## src/rtl/pipe_ctrl.sv

```systemverilog
// Pipeline sequencing controller.
//
// Tracks a valid bit per pipeline stage and produces per-stage stall and flush
// for the stage modules. It handles the external data-memory wait, multi-cycle
// (mul/div) occupancy of EX, the load-use interlock between EX and ID, and the
// flush of younger stages behind a jump taken in EX.
//
// Ports:
//   clk, reset        clock, asynchronous active-low reset
//   run               fetch enable; a new instruction enters IF each unstalled cycle
//   id_*              decode-stage register usage and instruction class
//   ex_jump           taken branch/jal/jalr resolved in EX this cycle
//   mc_done           multi-cycle unit result valid this cycle
//   mem_busy          data memory not ready; freezes the whole pipe
//   valid             per-stage valid (registered), bit 0 = IF
//   stall, flush      per-stage hold / kill (combinational)
//   load_hazard       load-use interlock active this cycle
//   mc_hazard         multi-cycle wait active this cycle
//   stall_cnt         cycles with any stall bit set (saturating)
//   flush_cnt         valid instructions killed by a flush (saturating)
module pipe_ctrl #(
  parameter int unsigned STAGES     = 5,
  parameter int unsigned EX_STAGE   = 2,
  parameter int unsigned REG_ADDR_W = 5,
  parameter int unsigned CNT_W      = 32
) (
  input  logic                  clk,
  input  logic                  reset,
  input  logic                  run,
  input  logic [REG_ADDR_W-1:0] id_rs1,
  input  logic [REG_ADDR_W-1:0] id_rs2,
  input  logic                  id_rs1_en,
  input  logic                  id_rs2_en,
  input  logic [REG_ADDR_W-1:0] id_rd,
  input  logic                  id_rd_we,
  input  logic                  id_is_load,
  input  logic                  id_is_mc,
  input  logic                  ex_jump,
  input  logic                  mc_done,
  input  logic                  mem_busy,
  output logic [STAGES-1:0]     valid,
  output logic [STAGES-1:0]     stall,
  output logic [STAGES-1:0]     flush,
  output logic                  load_hazard,
  output logic                  mc_hazard,
  output logic [CNT_W-1:0]      stall_cnt,
  output logic [CNT_W-1:0]      flush_cnt
);

  // Elaboration-time parameter sanity.
  if (STAGES < 4 || STAGES > 8) begin : g_bad_stages
    $error("pipe_ctrl: STAGES must be in 4..8");
  end
  if (EX_STAGE < 2 || EX_STAGE > STAGES - 2) begin : g_bad_ex
    $error("pipe_ctrl: EX_STAGE must be in 2..STAGES-2");
  end
  if (CNT_W < 4) begin : g_bad_cnt
    $error("pipe_ctrl: CNT_W must be at least 4");
  end

  localparam logic [CNT_W-1:0] CntOne = {{(CNT_W-1){1'b0}}, 1'b1};

  // Per-stage instruction metadata carried from ID onwards.
  typedef struct packed {
    logic [REG_ADDR_W-1:0] rd;
    logic                  rd_we;
    logic                  is_load;
    logic                  is_mc;
  } meta_t;

  logic [STAGES-1:0] valid_q, valid_d;
  logic [STAGES-1:0] valid_up;  // value each stage takes when it advances
  logic [STAGES-1:0] adv;       // stage register loads from upstream
  logic [STAGES-1:0] kill;      // stage becomes a bubble next cycle

  meta_t meta_q  [2:STAGES-1];
  meta_t meta_up [2:STAGES-1];
  meta_t ex_meta;

  logic [CNT_W-1:0] stall_cnt_q, stall_cnt_d;
  logic [CNT_W-1:0] flush_cnt_q, flush_cnt_d;
  logic [CNT_W:0]   flush_sum;
  logic [3:0]       flush_pop;

  logic ex_v;
  logic rs_match;
  logic mc_c, jmp_c, lu_c;
  logic act_mc, act_jmp, act_lu;

  // ---------------------------------------------------------------------------
  // Hazard conditions, all qualified by a valid instruction in EX
  // ---------------------------------------------------------------------------
  assign ex_meta  = meta_q[EX_STAGE];
  assign ex_v     = valid_q[EX_STAGE];
  assign rs_match = (id_rs1_en && (id_rs1 == ex_meta.rd)) ||
                    (id_rs2_en && (id_rs2 == ex_meta.rd));

  assign mc_c  = ex_v & ex_meta.is_mc & ~mc_done;
  assign jmp_c = ex_v & ex_jump;
  assign lu_c  = ex_v & ex_meta.is_load & ex_meta.rd_we & (ex_meta.rd != '0) &
                 valid_q[1] & rs_match;

  // Strict priority: mem_busy > MC > JMP > LU; only the winner acts.
  assign act_mc  = ~mem_busy & mc_c;
  assign act_jmp = ~mem_busy & ~mc_c & jmp_c;
  assign act_lu  = ~mem_busy & ~mc_c & ~jmp_c & lu_c;

  assign load_hazard = act_lu;
  assign mc_hazard   = act_mc;

  // ---------------------------------------------------------------------------
  // Stall / flush decode and per-stage advance control
  // ---------------------------------------------------------------------------
  always_comb begin
    stall = '0;
    flush = '0;
    adv   = '1;
    kill  = '0;
    if (mem_busy) begin
      stall = '1;
      adv   = '0;
    end else if (act_mc) begin
      // Hold IF..EX on the multi-cycle op; the stage behind EX gets a bubble.
      for (int unsigned i = 0; i <= EX_STAGE; i++) begin
        stall[i] = 1'b1;
        adv[i]   = 1'b0;
      end
      kill[EX_STAGE+1] = 1'b1;
    end else if (act_jmp) begin
      // Kill the wrong-path instructions younger than the jump. IF is
      // refilled from run, so only stages 1..EX are forced to bubbles.
      for (int unsigned i = 0; i < EX_STAGE; i++) begin
        flush[i] = 1'b1;
      end
      for (int unsigned i = 1; i <= EX_STAGE; i++) begin
        kill[i] = 1'b1;
      end
    end else if (act_lu) begin
      // Hold IF and ID; the stage ID would have entered becomes a bubble so
      // the load moves on and the dependent instruction retries next cycle.
      stall[0] = 1'b1;
      stall[1] = 1'b1;
      adv[0]   = 1'b0;
      adv[1]   = 1'b0;
      kill[2]  = 1'b1;
    end
  end

  assign valid_up = {valid_q[STAGES-2:0], run};
  assign valid_d  = ((adv & valid_up) | (~adv & valid_q)) & ~kill;

  // Metadata shift sources: stage 2 captures from ID, later stages shift.
  always_comb begin
    meta_up[2] = '{rd: id_rd, rd_we: id_rd_we, is_load: id_is_load, is_mc: id_is_mc};
    for (int unsigned i = 3; i < STAGES; i++) begin
      meta_up[i] = meta_q[i-1];
    end
  end

  // ---------------------------------------------------------------------------
  // Statistics counters (saturating)
  // ---------------------------------------------------------------------------
  always_comb begin
    flush_pop = '0;
    for (int unsigned i = 0; i < EX_STAGE; i++) begin
      flush_pop = flush_pop + {3'b000, valid_q[i]};
    end
  end

  assign flush_sum = {1'b0, flush_cnt_q} + {{(CNT_W-3){1'b0}}, flush_pop};

  always_comb begin
    stall_cnt_d = stall_cnt_q;
    if (|stall && (stall_cnt_q != '1)) begin
      stall_cnt_d = stall_cnt_q + CntOne;
    end
    flush_cnt_d = flush_cnt_q;
    if (act_jmp) begin
      flush_cnt_d = flush_sum[CNT_W] ? '1 : flush_sum[CNT_W-1:0];
    end
  end

  // ---------------------------------------------------------------------------
  // State
  // ---------------------------------------------------------------------------
  always_ff @(posedge clk or negedge reset) begin
    if (!reset) begin
      valid_q     <= '0;
      stall_cnt_q <= '0;
      flush_cnt_q <= '0;
      for (int unsigned i = 2; i < STAGES; i++) begin
        meta_q[i] <= '0;
      end
    end else begin
      valid_q     <= valid_d;
      stall_cnt_q <= stall_cnt_d;
      flush_cnt_q <= flush_cnt_d;
      for (int unsigned i = 2; i < STAGES; i++) begin
        if (adv[i]) begin
          meta_q[i] <= meta_up[i];
        end
      end
    end
  end

  assign valid     = valid_q;
  assign stall_cnt = stall_cnt_q;
  assign flush_cnt = flush_cnt_q;

endmodule

```

## config.mk

```make
export PLATFORM = sky130hd
export DESIGN_NAME = pipe_ctrl
export DESIGN_NICKNAME = d
export VERILOG_FILES = /design/src/rtl/pipe_ctrl.sv
export SDC_FILE = /design/constraint.sdc
export NUM_CORES = 1
export LEC_CHECK = 0
export ABC_CLOCK_PERIOD_IN_PS = 4100
export BUFFER_PORTS_ARGS = -buffer_cell sky130_fd_sc_hd__buf_2
export CAP_MARGIN = 20
export CORE_MARGIN = 3
export CORE_UTILIZATION = 35
export DETAILED_ROUTE_END_ITERATION = 10
export GPL_TIMING_DRIVEN = 0
export SYNTH_ARGS = -nofsm -noshare
export SYNTH_HDL_FRONTEND = slang
export SYNTH_SLANG_ARGS = --single-unit
export TNS_END_PERCENT = 20
```

## constraint.sdc

```tcl
create_clock -name clk -period 4.1 [get_ports clk]
set_input_delay 0.82 -clock clk [delete_from_list [all_inputs] [get_ports clk]]
set_output_delay 0.82 -clock clk [all_outputs]
set_load 0.05 [all_outputs]
```

==> reports/results.ini <==
[yosys]
synth_top_cell_by_area=dfrtp_1
yosysWarnings=0
ys_seq_area_share_pct=48.9
synthFlopType=dfrtp_1
syn_avg_cell_area_sq_um=9.68
synth-edff-count=0
synth_cells=407
ys_seq_elements=77
synthDistinctLibCells=50
yosys-top-cells-area=dfrtp_1, xor2_1, nand2_1
netlist_area_sq_mm=0.00394
async_flop_share_pct=100
synth_top_area_share_pct=48.9

[worst_setup_path]
rrSetupSlack_ns=1.71
r2r_end=flush_cnt[19]
critPathCaptureType=output port
worstPathMaxFanout=10
cp_data_arrival_time_ns=2.81
critical_path_class=input pin to output port
startpoint=mc_done
rr_startpoint=valid[1]
cp-endpoint=stall[1]
startpoint_type=input pin
r2r_cells=8
cp.required_ns=3.28

[timing]
rsz0062_at_grt=no
fin_crit_sh_pct=88.5
tightest_slew_ns=0.697
finalHoldViolations=0
setup_violations=0
finalSetupTns_ns=0
fmax_mhz=276
fin_skew_ns=0.00702
setup_ws_ns=0.473
period_needed_ns=3.63
finalMaxSlewViolations=0
max_slew_margin_pct=53.4

[final_layout]
drive_gt1_share_pct=26.5
final_common_cell=buf_2
fin_area_sq_mm=0.00495
fill_cells=1083
n_antenna_cell=0
most-common-layout-cells=buf_2, nand2_1, dfrtp_1
final_nets=553
syn_to_final_growth_pct=25.6

[clock_tree]
post_cts_buffers=0
clk_pin_slew_worst_paths_ns=0.06
cts_resized=0
cts_made_buffers=9
cts_buffer_depth=2
cts_sinks=77
h-tree-depth=3
clk-insertion-delay-late_ns=0.33
cts_tree=built
cts-root-buf=clkbuf_16
hold_buffers=0

[floorplanning]
dieArea_sq_mm=0.0126
design.core.area_sq_mm=0.0109
num_rows=38
start_util_pct=36.0
ios=107
fp.dieW_um=112
die_h_um=112

[drt]
drc=0
initialDrtViolationCount=207
via_per_inst=4.96
antenna_left=0
num_vias=3311
dr.pass1.iters=4
wl_per_cell_um=14.7
wl_mm=9.80

[place]
hpwl_mm=7.10
portBuffers=103
placed_area_sq_mm=0.00467
place_ws_ns=0.455
routabilityCongestion=0.749

[global_routing]
use_met2_pct=25.9
grt_antenna_before_repair=0
grt_pass1_wl_mm=16.4
use_met1_pct=20.9
grt-busiest-layer=met2
first_global_vias=3242
overflow=0
grt_start_max_net_pins=68
track_usage_pct=16.0
grt_use_met3_pct=4.74

[status]
status=completed

[pwr]
p_per_area_mw_per_mm2=473
irDropWorstVdd_mv=0.244
p_leak_nw=2.53

[job]
cap_violations=0

[hold_path]
hold_path.class=input pin to asynchronous set/reset pin

per-layer routing:
metal  up-vias  share of wire (%)
li1       1625                  -
met1      1599                 47
met2        79                 47
met3         8                5.3
met4         0               0.96
met5         -                  0
cell usage after synthesis (2+ instances only):
master and count:
a21oi_1 5, a31oi_1 5, and2_1 2, and3_1 12, and4_1 7, buf_2 4, buf_4 7, buf_6 2
clkbuf_1 2, dfrtp_1 77, ha_1 2, inv_1 10, mux2i_1 2, nand2_1 86, nand2b_1 2, nand3_1 23
nand4_1 10, nor2_1 19, nor3_1 19, nor3b_1 2, nor4_1 11, nor4b_1 4, o21ai_0 4, or4_1 2
xnor2_1 23, xor2_1 41
worst min path at each step:
| stage | from | endpoint | slack (ns) |
|---|---|---|---|
| after detailed placement | ex_meta[2] | ex_meta[2] | 0.47 |
| after CTS | reset | stall_cnt[8] | 0.31 |
| after global placement | ex_meta[2] | ex_meta[2] | 0.46 |
| after floorplan | ex_meta[1] | ex_meta[1] | 0.45 |
| final | reset | stall_cnt[8] | 0.33 |
| after global routing | reset | stall_cnt[8] | 0.32 |
logic make-up after synthesis:
family / synth area share [%]
other cells: 0.0952
flops: 48.9
compound gates: 3.69
buf+inv: 3.65
fa+ha+maj: 1.14
simple gates: 27.2
mux: 1.08
xor+xnor: 14.2
power breakdown:
group | total, mW | internal (mW) | switching (mW) | leakage (nW)
registers | 0.958 | 0.849 | 0.109 | 0.979
logic | 0.632 | 0.168 | 0.464 | 1.41
clock network | 0.749 | 0.456 | 0.293 | 0.139
total | 2.34 | 1.47 | 0.866 | 2.53
cell type report:
class,instances,area [sq um],area share (%)
Sequential cell,77,1930,39.0
Buffer,15,103,2.07
Multi-Input combinational cell,306,1880,37.9
Clock buffer,14,274,5.54
Clock inverter,1,5.00,0.101
Tap cell,140,175,3.54
Inverter,11,41.3,0.835
Timing Repair Buffer,104,546,11.0
flip-flops by register name, summed over array words and instances, names as in the netlist, named ones only:
register   flops
flush_cnt     32
stall_cnt     32
ex_meta        8
valid          3
stage by stage:
step           util (%)  instances  total power, mW  hold slack, ns
2_1_floorplan         -        409             1.42           0.446
3_3_place_gp       42.4        652             1.60           0.463
3_5_place_dp       42.7        653             1.61           0.467
4_1_cts            45.2        668             2.37           0.314
5_1_grt            45.2        668             2.46           0.321
6_report           45.2        668             2.34           0.325
critical path, stage by stage:
cell     delay [ns]
buf_2          0.09
nor2b_1        0.07
a21oi_2        0.39
inv_2          0.19
a31oi_2        0.47
buf_2          0.33
inv_1          0.11
buf_4          0.14
buf_2          0.20
Power figures use the tool's default switching activity.
